$ cat src/rtl/cbc_dec_seq.sv
// Sequencer for a combinational AES-128 CBC decryption core: feeds ciphertext blocks,
// waits a multicycle settle window, returns plaintext and owns the CBC chaining IV.
// Optional block counter enabled with `define CBC_BLKCNT_EN (otherwise blk_cnt is tied to 0).
//
// state   | meaning
// IDLE    | no message; key/iv latched on start
// WAIT_CT | ct_ready high, waiting for the next ciphertext block
// SETTLE  | core inputs held while the combinational core settles
// OUT     | pt_valid high until the sink takes the plaintext block
module cbc_dec_seq #(
  parameter int SETTLE_CYCLES = 4,
  parameter int BLKCNT_W      = 16
) (
  input  logic                clk,
  input  logic                rst,
  input  logic                start,
  input  logic [127:0]        key_in,
  input  logic [127:0]        iv_in,
  input  logic                abort,
  input  logic                ct_valid,
  output logic                ct_ready,
  input  logic [127:0]        ct_data,
  input  logic                ct_last,
  output logic                pt_valid,
  input  logic                pt_ready,
  output logic [127:0]        pt_data,
  output logic                pt_last,
  output logic                busy,
  output logic [127:0]        core_image,
  output logic [127:0]        core_key,
  output logic [127:0]        core_iv,
  input  logic [127:0]        core_planetext,
  output logic [BLKCNT_W-1:0] blk_cnt
);

  typedef enum logic [1:0] {IDLE, WAIT_CT, SETTLE, OUT} state_t;

  state_t     state;
  logic [3:0] settle_cnt;
  logic       last_q;

`ifndef CBC_BLKCNT_EN
  assign blk_cnt = '0;
`endif

  always_ff @(posedge clk) begin
    if (rst) begin
      state      <= IDLE;
      settle_cnt <= '0;
      last_q     <= 1'b0;
      ct_ready   <= 1'b0;
      pt_valid   <= 1'b0;
      pt_data    <= '0;
      pt_last    <= 1'b0;
      busy       <= 1'b0;
      core_image <= '0;
      core_key   <= '0;
      core_iv    <= '0;
`ifdef CBC_BLKCNT_EN
      blk_cnt    <= '0;
`endif
    end else if (abort && state != IDLE) begin
      // abort wins over any coincident handshake; blk_cnt keeps its value
      state    <= IDLE;
      last_q   <= 1'b0;
      ct_ready <= 1'b0;
      pt_valid <= 1'b0;
      busy     <= 1'b0;
    end else begin
      case (state)
        IDLE: begin
          if (start) begin
            core_key <= key_in;
            core_iv  <= iv_in;
`ifdef CBC_BLKCNT_EN
            blk_cnt  <= '0;
`endif
            state    <= WAIT_CT;
            ct_ready <= 1'b1;
            busy     <= 1'b1;
          end
        end
        WAIT_CT: begin
          if (ct_valid) begin
            core_image <= ct_data;
            last_q     <= ct_last;
            settle_cnt <= 4'(SETTLE_CYCLES);
`ifdef CBC_BLKCNT_EN
            blk_cnt    <= blk_cnt + 1'b1;
`endif
            state      <= SETTLE;
            ct_ready   <= 1'b0;
          end
        end
        SETTLE: begin
          // core has seen stable inputs for SETTLE_CYCLES edges once the count is exhausted
          if (settle_cnt == 4'd0) begin
            pt_data  <= core_planetext;
            pt_last  <= last_q;
            core_iv  <= core_image;
            state    <= OUT;
            pt_valid <= 1'b1;
          end else begin
            settle_cnt <= settle_cnt - 1'b1;
          end
        end
        OUT: begin
          if (pt_ready) begin
            pt_valid <= 1'b0;
            if (pt_last) begin
              state <= IDLE;
              busy  <= 1'b0;
            end else begin
              state    <= WAIT_CT;
              ct_ready <= 1'b1;
            end
          end
        end
        default: begin
          state    <= IDLE;
          ct_ready <= 1'b0;
          pt_valid <= 1'b0;
          busy     <= 1'b0;
        end
      endcase
    end
  end

endmodule
$ cat config.mk
export PLATFORM = sky130hd
export DESIGN_NAME = cbc_dec_seq
export DESIGN_NICKNAME = d
export VERILOG_FILES = /design/src/rtl/cbc_dec_seq.sv
export SDC_FILE = /design/constraint.sdc
export NUM_CORES = 1
export LEC_CHECK = 0
export BUFFER_PORTS_ARGS = -buffer_cell sky130_fd_sc_hd__buf_2
export CAP_MARGIN = 40
export CORE_AREA = 2 2 415 417
export DETAILED_ROUTE_END_ITERATION = 10
export DIE_AREA = 0 0 417 419
export GPL_TIMING_DRIVEN = 0
export SYNTH_ARGS = -nofsm -noshare
export SYNTH_HDL_FRONTEND = slang
export SYNTH_SLANG_ARGS = --single-unit
$ cat constraint.sdc
create_clock -name clk -period 2.16 [get_ports clk]
set_input_delay 0.432 -clock clk [delete_from_list [all_inputs] [get_ports clk]]
set_output_delay 0.432 -clock clk [all_outputs]
set_load 0.01 [all_outputs]
==> out/results.txt <==
max-slew violations = 0
Worst-Margin Slew = 958 ps
Final #Nets = 4372
DR WL/cell = 23.7 um
crit-path max FO = 9
Root Buffer = clkbuf_16
initial antenna violation count = 50
grt ovf = 0
min Tclk post-route = 2120 ps
Max Clk Rate = 0.471 GHz
chip height = 419 um
DP Wirelength = 119000 um
Placed Area = 0.0284 mm2
layout filler cell count = 18.9k
Final period util = 98.3%
CORE AREA = 0.171 mm2
crit end category = register
Storage cell area = 0.0105 mm2
vias in the first global route = 23.0k
met2 WL = 72200 um
clock latency on the worst-skew pair = 690 ps
DR iter-0 viols = 1624
Hold Path Class = input pin to register
Pleak = 0.0148 uW
worst path required time = 2750 ps
uppermost layer routed = met5
commonest non-fill, non-tap cell in the layout = buf_2
RSZ-0062 raised after global routing = yes
Pre-antenna DRT Iters = 5
Post-Route WL = 146000 um
Hold Vio Cnt, Final = 0
status = completed
Relative slew margins = 36.1%
I/O pins = 1051
pre-CTS setup slack = -962 ps
CTS tree = done
detailed-route DRC error count = 0
WL met1 = 54800 um
Setup CP Type = register to register
Yosys warning count = 0
pin count of the biggest net entering global routing = 16
Setup TNS = 0 ps
PortBufs = 1033
multi-input combinational cell area = 0.00878 mm2
Final Cell Area = 0.0351 mm2
Yosys cell types = 34
CTS Buffer Depth = 3
setup ws final = 37.0 ps
Antenna Nets Post-Route = 0
Vias = 23.5k
Internal Power = 24500 uW
PwrDens = 1140 mW/mm2
NetSw = 15500 uW
max_cap viols = 0
commonest non-fill, non-tap cells in the layout = 1047 x buf_2, 777 x nand2_1, 520 x dfxtp_1
Worst-path clk slew = 60 ps
row count = 152
H-tree Lvls = 3
routed vias/inst = 3.82
Syn Std Cell Area = 0.0201 mm2
Tot Pwr = 40000 uW
Sequential Power Share = 32.7%
GRT Overall Usage = 15.9%
peak supply drop = 0.614 mV
Comb power frac = 36.6%
chip width = 417 um
Clock Skews = 36.3 ps
Setup violations, final = 0
area delta synth->final = 74.6%
cts bufs inserted = 69
first-pass GRT wire length = 190000 um
Die ar. = 0.175 mm2
share of layout cells above drive strength 1 = 37.5%
number of synthesized register bits = 523
Starting Density = 11.8%
routability cong. = 0.967
Setup crit start kind = register
Clk pwr share = 30.6%
Switching Share = 38.7%
Mapped Cells = 2341
met3 wire len = 13100 um
Post-Syn Area per Cell = 8.57 um2
Arr. time, crit path = 2710 ps
Seq/Total Area, Yosys = 52.2%
clock tree sinks = 523
[cell type report]
cell class | count | share of cell area [%]
Antenna cell | 18 | 0.129
Multi-Input combinational cell | 1624 | 25.1
Inverter | 7 | 0.0892
Clock inverter | 27 | 1.14
Clock buffer | 100 | 5.60
Buffer | 201 | 3.82
Timing Repair Buffer | 1420 | 26.3
Tap cell | 2233 | 7.97
Sequential cell | 523 | 29.9
[critical path, stage by stage (launching register included)]
cell and delay [ps]:
dfxtp_4 360, buf_4 110, ha_4 130, or3b_4 390, a22oi_4 180, buf_12 130, buf_12 120, buf_16 170
clkbuf_16 190, nor2_2 40, a211oi_2 170
[state kept, by name (all words and copies together), names as in the netlist]
name / cells
busy: 1
core_image: 128
core_iv: 128
core_key: 128
ct_ready: 1
last_q: 1
pt_data: 128
pt_last: 1
pt_valid: 1
settle_cnt: 4
state: 2
[logic make-up after synthesis]
family,after synthesis,share of synthesized area [%]
other cells,1,0.0187
fa+ha+maj,7,0.436
simple gates,938,17.9
flops,523,52.2
buf+inv,209,4.90
compound gates,534,18.2
mux,129,6.43
[per-layer routing]
metal / track usage [%] / vias up
li1: - / 10800
met1: 17.9 / 11300
met2: 27.6 / 1079
met3: 5.45 / 252
met4: 5.83 / 12
met5: 0 / -
[timing repair]
action / in CTS / in global routing
cloned: 4 / 3
endpoints found under the hold margin: 347 / 0
hold buffers: 347 / 0
endpoints found under the setup margin: 485 / 323
pin swaps: 3 / 27
buffers inserted: 9 / 4
resized for setup: 136 / 78
[stage by stage]
step,hold slack [ps],utilization (%),cells
detailed placement,443,16.6,5643
CTS,2.52,20.4,6129
global route,28.2,20.5,6140
floorplan,432,-,2356
global placement,439,16.5,5622
finish,64.7,20.5,6153
[synth_stat cells]
master     instances  area share, %
o211a_1            1          0.050
dfxtp_1          523             52
ha_1               7           0.44
a22oi_4            1           0.11
o2111ai_1          1          0.044
or3b_1             1          0.044
nand4bb_1          1          0.056
o21ai_0            2          0.050
nor2_1           134            2.5
a211o_1            2          0.087
a211oi_1           8           0.30
nand4_1            2          0.062
a211oi_2         120            7.5
nand2_1          778             15
or2_2              1          0.031
nor3_1             1          0.025
buf_6              3           0.17
a21oi_1          392            9.8
or3b_2             1          0.044
buf_1              2          0.037
nand2b_1           8           0.25
conb_1             1          0.019
o31ai_1            3           0.11
inv_1              7           0.13
buf_2             21           0.52
nor2b_1            2          0.062
and2_1             3          0.094
o211ai_1           3           0.11
nand3_1            5           0.12
o32ai_1            1          0.044
buf_4             40            1.5
clkbuf_1         136            2.5
mux2i_1          129            6.4
nand3b_1           1          0.037
[final timing paths]
path | from | end | slack, ps | cells after the start
setup / recovery | state[1] | core_iv[24] | 40 | 10
hold reg to reg | core_key[44] | core_key[44] | 450 | 2
setup reg to reg | state[1] | core_iv[24] | 40 | 10
hold / removal | ct_last | last_q | 60 | 3
[power groups by stage]
stage          Clock, uW  Sequential, uW  Combinational, uW
5_1_grt            12900           13300              15700
3_5_place_dp           0           13200              12900
6_report           12300           13100              14700
2_1_floorplan          0           13700               5870
4_1_cts            12600           13000              14600
3_3_place_gp           0           13100              12700
Note: power is estimated with default switching activity, not from simulation.
